$ cat config.mk
export PLATFORM = sky130hd
export DESIGN_NAME = control_unit
export DESIGN_NICKNAME = d
export VERILOG_FILES = /design/src/rtl/tiny16_pkg.sv /design/src/rtl/instr_decoder.sv /design/src/rtl/control_unit.sv
export SDC_FILE = /design/constraint.sdc
export NUM_CORES = 1
export LEC_CHECK = 0
export CORE_MARGIN = 3
export CORE_UTILIZATION = 49
export DETAILED_ROUTE_END_ITERATION = 10
export PLACE_DENSITY = 0.89
export SLEW_MARGIN = 10
export SYNTH_ARGS = -nofsm -noshare
export SYNTH_HDL_FRONTEND = slang
export SYNTH_SLANG_ARGS = --single-unit
$ cat constraint.sdc
create_clock -name clk -period 2.88 [get_ports clk]
set_input_delay 0.72 -clock clk [delete_from_list [all_inputs] [get_ports clk]]
set_output_delay 0.72 -clock clk [all_outputs]
set_load 0.01 [all_outputs]
$ cat src/rtl/tiny16_pkg.sv
// Shared definitions for the tiny16 core: opcodes, ALU encodings, FSM states,
// instruction field positions and the decoded-instruction struct.
package tiny16_pkg;

    localparam int OP_MSB  = 15;
    localparam int OP_LSB  = 12;
    localparam int DST_MSB = 11;
    localparam int DST_LSB = 9;
    localparam int SRC_MSB = 8;
    localparam int SRC_LSB = 6;
    localparam int IMM_MSB = 5;

    localparam logic [3:0] OP_NOP = 4'h0;
    localparam logic [3:0] OP_MOV = 4'h1;
    localparam logic [3:0] OP_ADD = 4'h2;
    localparam logic [3:0] OP_SUB = 4'h3;
    localparam logic [3:0] OP_AND = 4'h4;
    localparam logic [3:0] OP_OR  = 4'h5;
    localparam logic [3:0] OP_XOR = 4'h6;
    localparam logic [3:0] OP_LDI = 4'h7;
    localparam logic [3:0] OP_LD  = 4'h8;
    localparam logic [3:0] OP_ST  = 4'h9;
    localparam logic [3:0] OP_JMP = 4'hA;
    localparam logic [3:0] OP_JZ  = 4'hB;
    localparam logic [3:0] OP_HLT = 4'hF;

    // PASS forwards the src operand; used for moves, addresses and the JZ test
    typedef enum logic [3:0] {
        ALU_PASS = 4'h0,
        ALU_ADD  = 4'h1,
        ALU_SUB  = 4'h2,
        ALU_AND  = 4'h3,
        ALU_OR   = 4'h4,
        ALU_XOR  = 4'h5
    } alu_op_e;

    typedef enum logic [2:0] {
        ST_FETCH,
        ST_DECODE,
        ST_EXECUTE,
        ST_WRITEBACK,
        ST_HALT
    } state_e;

    typedef struct packed {
        alu_op_e alu_op;
        logic    writes_reg;
        logic    uses_imm;
        logic    is_mem_rd;
        logic    is_mem_wr;
        logic    is_jump;
        logic    is_cond;
        logic    is_halt;
        logic    is_illegal;
    } dec_t;

endpackage

$ cat src/rtl/instr_decoder.sv
// Combinational opcode decode of the latched instruction register.
module instr_decoder
    import tiny16_pkg::*;
(
    input  logic [15:0] ir,
    output dec_t        dec
);

    always_comb begin
        dec        = '0;
        dec.alu_op = ALU_PASS;
        case (ir[OP_MSB:OP_LSB])
            OP_NOP: ;
            OP_MOV: dec.writes_reg = 1'b1;
            OP_ADD: begin dec.writes_reg = 1'b1; dec.alu_op = ALU_ADD; end
            OP_SUB: begin dec.writes_reg = 1'b1; dec.alu_op = ALU_SUB; end
            OP_AND: begin dec.writes_reg = 1'b1; dec.alu_op = ALU_AND; end
            OP_OR:  begin dec.writes_reg = 1'b1; dec.alu_op = ALU_OR;  end
            OP_XOR: begin dec.writes_reg = 1'b1; dec.alu_op = ALU_XOR; end
            OP_LDI: begin dec.writes_reg = 1'b1; dec.uses_imm = 1'b1; end
            OP_LD:  begin dec.writes_reg = 1'b1; dec.is_mem_rd = 1'b1; end
            OP_ST:  dec.is_mem_wr = 1'b1;
            OP_JMP: begin
                dec.writes_reg = 1'b1;
                dec.uses_imm   = 1'b1;
                dec.is_jump    = 1'b1;
            end
            // JZ writes only when taken; the FSM gates writes_reg with alu_zero
            OP_JZ: begin
                dec.writes_reg = 1'b1;
                dec.uses_imm   = 1'b1;
                dec.is_jump    = 1'b1;
                dec.is_cond    = 1'b1;
            end
            OP_HLT:  dec.is_halt = 1'b1;
            default: dec.is_illegal = 1'b1;
        endcase
    end

endmodule

$ cat src/rtl/control_unit.sv
// tiny16 fetch/decode/execute sequencer driving the register file, ALU and memory.
// Optional single-step input enabled by defining CONTROL_STEP_EN.
module control_unit
    import tiny16_pkg::*;
#(
    parameter logic [2:0] REG_PC      = 3'd7,
    parameter int         MEM_TIMEOUT = 15
) (
    input  logic        clk,
    input  logic        rst,
`ifdef CONTROL_STEP_EN
    input  logic        step,
`endif
    input  logic [15:0] instr,
    input  logic        mem_ready,
    input  logic        alu_zero,
    output logic [2:0]  src_sel,
    output logic [2:0]  dst_sel,
    output logic        reg_in_en,
    output logic        reg_out_en,
    output logic        pc_inc,
    output logic [3:0]  alu_op,
    output logic [15:0] imm,
    output logic        imm_sel,
    output logic        mem_rd,
    output logic        mem_wr,
    output logic        halted,
    output logic        illegal,
    output logic        bus_err
);

    localparam int CW = (MEM_TIMEOUT > 1) ? $clog2(MEM_TIMEOUT + 1) : 1;

    state_e        state_q, state_d;
    logic [15:0]   ir_q;
    logic [CW-1:0] tmo_q;
    dec_t          dec;
    logic          fetch_req, mem_wait, tmo_hit;
    logic          ld_ir, set_ill, set_bus;
    logic [2:0]    f_dst, f_src;

    instr_decoder u_dec (
        .ir  (ir_q),
        .dec (dec)
    );

    assign f_dst = ir_q[DST_MSB:DST_LSB];
    assign f_src = ir_q[SRC_MSB:SRC_LSB];
    assign imm   = {10'd0, ir_q[IMM_MSB:0]};

`ifdef CONTROL_STEP_EN
    // Registered go flag keeps outputs a function of state only; one step
    // pulse arms exactly one fetch and the flag drops once FETCH is left.
    logic fetch_go_q;
    assign fetch_req = fetch_go_q;
    always_ff @(posedge clk) begin
        if (rst)
            fetch_go_q <= 1'b0;
        else if (state_q != ST_FETCH)
            fetch_go_q <= 1'b0;
        else if (step)
            fetch_go_q <= 1'b1;
    end
`else
    assign fetch_req = 1'b1;
`endif

    assign mem_wait = (state_q == ST_FETCH && fetch_req) ||
                      (state_q == ST_EXECUTE && (dec.is_mem_rd || dec.is_mem_wr));
    assign tmo_hit  = (MEM_TIMEOUT != 0) && mem_wait && !mem_ready &&
                      (int'(tmo_q) == MEM_TIMEOUT - 1);

    always_comb begin
        state_d    = state_q;
        ld_ir      = 1'b0;
        set_ill    = 1'b0;
        set_bus    = 1'b0;
        src_sel    = '0;
        dst_sel    = '0;
        reg_in_en  = 1'b0;
        reg_out_en = 1'b0;
        pc_inc     = 1'b0;
        alu_op     = ALU_PASS;
        imm_sel    = 1'b0;
        mem_rd     = 1'b0;
        mem_wr     = 1'b0;
        case (state_q)
            ST_FETCH: begin
                src_sel    = REG_PC;
                reg_out_en = 1'b1;
                if (fetch_req) begin
                    mem_rd = 1'b1;
                    if (mem_ready) begin
                        ld_ir   = 1'b1;
                        pc_inc  = 1'b1;
                        state_d = ST_DECODE;
                    end else if (tmo_hit) begin
                        set_bus = 1'b1;
                        state_d = ST_HALT;
                    end
                end
            end
            ST_DECODE: begin
                if (dec.is_illegal) begin
                    set_ill = 1'b1;
                    state_d = ST_HALT;
                end else if (dec.is_halt) begin
                    state_d = ST_HALT;
                end else begin
                    state_d = ST_EXECUTE;
                end
            end
            ST_EXECUTE: begin
                src_sel    = f_src;
                dst_sel    = f_dst;
                reg_out_en = 1'b1;
                alu_op     = dec.alu_op;
                if (dec.is_mem_rd || dec.is_mem_wr) begin
                    mem_rd = dec.is_mem_rd;
                    mem_wr = dec.is_mem_wr;
                    if (mem_ready)
                        state_d = dec.is_mem_rd ? ST_WRITEBACK : ST_FETCH;
                    else if (tmo_hit) begin
                        set_bus = 1'b1;
                        state_d = ST_HALT;
                    end
                end else if (dec.is_cond) begin
                    state_d = alu_zero ? ST_WRITEBACK : ST_FETCH;
                end else begin
                    state_d = dec.writes_reg ? ST_WRITEBACK : ST_FETCH;
                end
            end
            ST_WRITEBACK: begin
                reg_in_en = 1'b1;
                dst_sel   = dec.is_jump ? REG_PC : f_dst;
                imm_sel   = dec.uses_imm;
                state_d   = ST_FETCH;
            end
            ST_HALT: ;
            default: state_d = ST_FETCH;
        endcase
        // Strobes are forced quiet during reset so no partial writeback leaks out
        if (rst) begin
            src_sel    = '0;
            dst_sel    = '0;
            reg_in_en  = 1'b0;
            reg_out_en = 1'b0;
            pc_inc     = 1'b0;
            alu_op     = ALU_PASS;
            imm_sel    = 1'b0;
            mem_rd     = 1'b0;
            mem_wr     = 1'b0;
        end
    end

    always_ff @(posedge clk) begin
        if (rst) begin
            state_q <= ST_FETCH;
            ir_q    <= '0;
            tmo_q   <= '0;
            halted  <= 1'b0;
            illegal <= 1'b0;
            bus_err <= 1'b0;
        end else begin
            state_q <= state_d;
            if (ld_ir)
                ir_q <= instr;
            // Any state change clears the count, so each wait starts from zero
            if (state_d != state_q || !mem_wait)
                tmo_q <= '0;
            else if (!mem_ready && MEM_TIMEOUT != 0)
                tmo_q <= tmo_q + 1'b1;
            if (state_d == ST_HALT)
                halted <= 1'b1;
            if (set_ill)
                illegal <= 1'b1;
            if (set_bus)
                bus_err <= 1'b1;
        end
    end

endmodule

==> results of run 1 <==
[cell type report]
type                            count  area, µm²  share of cell area [%]
Multi-Input combinational cell    150        887                    42.6
Timing Repair Buffer               54        542                    26.0
Sequential cell                    26        522                    25.0
Tap cell                           44       55.1                    2.64
Clock inverter                      1       30.0                    1.44
Inverter                            7       26.3                    1.26
Clock buffer                        3       22.5                    1.08
[through the flow]
step           utilization, %  hold WS, ns  setup TNS [ns]
6_report                 67.7        0.464               0
3_5_place_dp             63.3        0.450           -1.92
5_1_grt                  67.7        0.486               0
3_3_place_gp             63.3        0.443           -1.90
4_1_cts                  67.4        0.467               0
2_1_floorplan               -        0.437               0
[critical path, stage by stage]
cell             delay [ns]
dlygate4sd2_1          0.30
buf_12                 0.17
nor3_4                 0.20
o21a_1                 0.18
clkdlybuf4s50_1        0.53
[state kept, by name, indices dropped and copies added (netlist names)]
| register | count |
|---|---|
| bus_err | 1 |
| halted | 1 |
| illegal | 1 |
| ir_q | 16 |
| state_q | 3 |
| tmo_q | 4 |
[how the worst min path moves through the flow]
stage,slack (ns),startpoint,cells past startpoint,endpoint
2_1_floorplan,0.44,ir_q[10]$_SDFFE_PP0P_,2,ir_q[10]$_SDFFE_PP0P_
3_3_place_gp,0.44,ir_q[11]$_SDFFE_PP0P_,2,ir_q[11]$_SDFFE_PP0P_
3_5_place_dp,0.45,ir_q[11]$_SDFFE_PP0P_,2,ir_q[11]$_SDFFE_PP0P_
4_1_cts,0.47,ir_q[11]$_SDFFE_PP0P_,2,ir_q[11]$_SDFFE_PP0P_
5_1_grt,0.49,ir_q[8]$_SDFFE_PP0P_,2,ir_q[8]$_SDFFE_PP0P_
6_report,0.46,halted$_SDFFE_PP0N_,2,halted$_SDFFE_PP0N_
[logic make-up after synthesis]
family	Yosys count
adder cells (fa/ha/maj)	2
AND/OR/NAND/NOR	87
other	1
flip-flops	26
AO/OA/AOI/OAI	46
XOR/XNOR	4
buffers and inverters	38
[synth_stat cells, drive strengths merged (3+ instances only)]
| library cell | instances |
|---|---|
| nand2 | 43 |
| buf | 27 |
| dfxtp | 26 |
| a21oi | 23 |
| nor2 | 14 |
| inv | 7 |
| o21a | 7 |
| nand3 | 5 |
| o21ai | 5 |
| a31oi | 4 |
| clkbuf | 4 |
| nor3 | 4 |
| nor4 | 4 |
| nor2b | 3 |
| xnor2 | 3 |
[layer usage]
| metal | vias to the layer above | track usage (%) | wire, µm |
|---|---|---|---|
| li1 | 739 | - | - |
| met3 | 3 | 3.03 | 192 |
| met1 | 695 | 24.5 | 1630 |
| met2 | 48 | 34.7 | 2090 |
| met5 | - | 0 | 0 |
| met4 | 0 | 4.68 | 23 |
[repair_timing]
item | 4_1_cts | 5_1_grt
resized for setup | 13 | 3
gates cloned | 1 | 0
hold buffers | 0 | 0
setup buffers | 4 | 0
hold endpoints to repair | 0 | 0
pin swaps | 2 | 1
endpoints found under the setup margin | 14 | 7
[power groups by stage]
stage,logic [mW],clock network [mW],registers (mW)
finish,0.216,0.256,0.409
global route,0.233,0.280,0.413
CTS,0.213,0.258,0.407
detailed placement,0.197,0,0.414
global placement,0.194,0,0.413
floorplan,0.156,0,0.398
==> reports/results.ini, run 1 <==
[worst_setup_path]
cp_max_fo = 12
r2r_cells = 4
startpoint = rst
r2r-start = state_q[0]$_SDFF_PP0_
crit_type = in -> out
worstSetupStartpointType = primary input
timing.rr.end = ir_q[13]$_SDFFE_PP0P_
crit_arrival_ns = 2.11
critPathRequiredTime_ns = 2.16
end_kind = output pin
r2r_slack_ns = 1.23
endpoint = src_sel[1]

[synthesis]
ys_ff_latch = 26
yosys.area_share.simple_pct = 29.5
ys_warn_count = 0
syn_area_mm2 = 0.00160
synthFlopType = dfxtp_1
netlist.top_cell.by_area = dfxtp_1
synthAdderAreaFrac_pct = 1.57
synthDistinctLibCells = 47
synth_compound_area_share_pct = 18.7
synth.area.mux_share_pct = 0
synth_top_area_share_pct = 32.6
synthTopCellsByArea = dfxtp_1, nand2_1, buf_4, a21oi_1, o21a_1
synthArstFlopShare_pct = 0
postSynthAreaPerCell_um2 = 7.83
synth_edf_count = 0
synth-seq-area-share_pct = 32.6
synth_cells = 204
synth-xor-area-share_pct = 2.19
synth_top_family_by_area = simple AND/OR/NAND/NOR gates

[final_layout]
final_common_cell = nand2_1
layout-drive-gt1-share_pct = 12.9
syn2layout_area_growth_pct = 30.5
filler_cell_count = 261
diodes = 0
fin_cells = 285
final_area_mm2 = 0.00208
layout_common_cells = nand2_1, clkdlybuf4s50_1, dfxtp_1
num-nets-final = 264

[sta]
clock-skew-final_ns = 0.000754
max_freq_ghz = 0.354
finalCritPeriodShare_pct = 98.2
worstMarginPinSlew_ns = 0.565
fin_ws_ns = 0.0529
relSlewSlack_pct = 62.3
maxSlewViolCount = 0
hold_violations = 0
finalCriticalPeriod_ns = 2.83
setup_violations = 0
rsz0062_at_grt = false

[drt]
vias_per_cell = 5.21
detail-route-antenna-nets = 0
wire_per_inst_um = 13.8
first_pass_iters = 4
wl_um = 3940
drt-initial-drc-count = 50
drc = 0
vias = 1485

[clock_network]
clkTransAtPathRegs_ns = 0.15
cts_buffers = 3
clk_latency_ns = 0.33
cts_sinks = 26
cts-root-buf = clkbuf_4
ctsHtreeMaxLevel = 1
cts_buffer_depth = 2
cts_tree = built

[global_routing]
antenna_found_initial = 0
track_usage_pct = 19.5
grt_pass1_vias = 1366
grt-ovfl-total = 0
grt_pass1_wl_um = 6270
grt_max_degree = 17

[placed_design]
placed_area_mm2 = 0.00195
portBuffers = 43
place_worst_setup_slack_ns = -0.275
place_inst = 276
hpwlAfterDp_um = 2580
gp_congestion = 0.892

[die]
die_width_um = 63.1
dieArea_mm2 = 0.00398
core_region_area_mm2 = 0.00308
num_rows = 20
die_h_um = 63.1
initial_core_util_pct = 51.9
io_pins = 55

[power_and_ir_drop]
power_frac_comb_pct = 24.5
power_mw = 0.881
netSwitchingPower_mw = 0.250
p_leak_nw = 0.787
p_seq_share_pct = 46.4
vdd_drop_max_v = 0.000236
p_per_area_mw_per_mm2 = 423
swShare_pct = 28.4
p_int_mw = 0.631
clock_power_share_pct = 29.0

[run_status]
status = finished, final reports clean

[job]
max_cap_violations = 0

[worst_hold_path]
min_path_type = reg -> reg

Power figures use the tool's default switching activity.
==> inputs of run 2 (changes only) <==
Settings changed: PLACE_DENSITY 0.89 to not set, PLACE_DENSITY_LB_ADDON set to 0.3.
==> run 2 against run 1 <==
The run now ends with setup timing left. Hold slack improved by 0.0033 ns. Wire length decreased by 12%. Cell count increased by 0.35%. Flip-flop and latch count unchanged. Largest cell class unchanged. Maximum frequency decreased by 6.5%. Sequential share of layout area increased by 0.48 points. Via count decreased by 5.5%. Design area decreased by 2.1%. Count of clock-buffer cells in the layout unchanged. Non-clock buffer count increased by 1. Global-route usage decreased by 1.6 points.
==> reports/results.ini, run 2 (same netlist as run 1, synthesis figures left out) <==
[final_layout]
diodes = 0
final_area_mm2 = 0.00204
reg.largest.list = ir_q x16, tmo_q x4, state_q x3
layout-drive-gt1-share_pct = 13.2
regMostFlops = ir_q
syn2layout_area_growth_pct = 27.7
largest_register_ffs = 16
final_common_cell = nand2_1
filler_cell_count = 286
num-nets-final = 265
multi_input_area_um2 = 880
seq_area_um2 = 520
layout_common_cells = nand2_1, clkdlybuf4s50_1, dfxtp_1
fin_cells = 286

[sta]
worstMarginPinSlew_ns = 0.561
relSlewSlack_pct = 62.6
max_freq_ghz = 0.331
finalCriticalPeriod_ns = 3.03
setup_violations = 2
rsz0062_at_grt = true
clock-skew-final_ns = 0.00626
hold_violations = 0
maxSlewViolCount = 0
fin_hold_ws_ns = 0.467
finalCritPeriodShare_pct = 105
fin_ws_ns = -0.145

[die]
initial_core_util_pct = 51.9
die_h_um = 63.1
dieArea_mm2 = 0.00398
core_region_area_mm2 = 0.00308
die_width_um = 63.1
num_rows = 20
io_pins = 55

[worst_setup_path]
critical_path.slowest_cell = clkdlybuf4s50_1
worstSetupStartpointType = primary input
cp_cell_sequence = clkdlybuf4s50_1 -> buf_6 -> nor3_4 -> o21a_1 -> clkdlybuf4s50_1
r2r_cells = 3
critPathMostFrequentCell = clkdlybuf4s50_1
timing.rr.end = tmo_q[0]$_SDFFE_PP0N_
cp_max_fo = 24
crit_type = in -> out
cpPeakStageDelay_ns = 0.53
crit_arrival_ns = 2.31
critPathRequiredTime_ns = 2.16
r2r-start = state_q[0]$_SDFF_PP0_
r2r_slack_ns = 1.21
end_kind = output pin

[worst_hold_path]
hold_start = ir_q[3]$_SDFFE_PP0P_
hold-path-endpoint = ir_q[3]$_SDFFE_PP0P_
min_path_type = reg -> reg
min_path_cells = 2

[power_and_ir_drop]
p_per_area_mw_per_mm2 = 422
vdd_drop_max_v = 0.000267
power_mw = 0.860
p_leak_nw = 0.794

[clock_network]
ctsHtreeMaxLevel = 1
cts_buffers = 3
cts_tree = built
cts_sinks = 26
clk_latency_ns = 0.32
cts-root-buf = clkbuf_4
clkTransAtPathRegs_ns = 0.14
cts_buffer_depth = 2
cts_hold_buffers = 0

[global_routing]
track_usage_pct = 17.9
grt_pass1_wl_um = 5870
grt_max_degree = 25
antenna_found_initial = 0
grt_pass1_vias = 1302
grt-ovfl-total = 0

[drt]
drc = 0
vias = 1403
wl_um = 3450
first_pass_iters = 4
vias_per_cell = 4.91
detail-route-antenna-nets = 0
drt-initial-drc-count = 33
wire_per_inst_um = 12.1

[run_status]
status = complete, but fails checks
violations = setup timing

[placed_design]
placed_area_mm2 = 0.00196
gp_congestion = 0.768
portBuffers = 43
place_worst_setup_slack_ns = -0.281
hpwlAfterDp_um = 2400
place_inst = 277

[job]
max_cap_violations = 0

## run 2: power by group
group	switching [mW]	internal, mW	total (mW)
Clock	0.109	0.141	0.250
Sequential	0.0264	0.380	0.406
Combinational	0.102	0.102	0.204
Total	0.237	0.623	0.860
## run 2: final cells by class
| type | count | share of cell area, % |
|---|---|---|
| Clock inverter | 1 | 1.47 |
| Clock buffer | 3 | 1.10 |
| Tap cell | 44 | 2.70 |
| Multi-Input combinational cell | 150 | 43.1 |
| Sequential cell | 26 | 25.5 |
| Inverter | 7 | 1.29 |
| Timing Repair Buffer | 55 | 24.8 |
## run 2: what timing repair did
action | in CTS | in global routing
buffers inserted | 2 | 3
setup endpoints to repair | 14 | 7
gates cloned | 0 | 0
pin swaps | 2 | 1
gates resized for setup | 16 | 5
## run 2: per-layer routing
layer	up-vias	track usage, %	share of wire, %
met3	4	6.06	7.7
met1	624	23.3	45
li1	733	-	-
met2	42	29.2	47
met4	0	2.20	0.49
met5	-	0	0
## run 2: critical path: cells and delay by family
kind / cells / cell delay (ns)
buf+inv: 3 / 1.15
simple gates: 1 / 0.25
compound gates: 1 / 0.18
## run 2: how the worst max path moves through the flow
stage,cells after the start,slack [ns],to,startpoint
5_1_grt,5,-0.19,mem_rd,rst
2_1_floorplan,4,0.47,mem_wr,rst
6_report,5,-0.15,mem_rd,rst
4_1_cts,5,-0.12,mem_rd,rst
3_5_place_dp,6,-0.28,alu_op[0],rst
3_3_place_gp,6,-0.29,alu_op[0],rst
## run 2: metrics by stage
stage	util, %	TNS [ns]
2_1_floorplan	-	0
3_3_place_gp	63.6	-2.07
3_5_place_dp	63.6	-1.94
4_1_cts	65.7	-0.344
5_1_grt	66.3	-0.407
6_report	66.3	-0.280
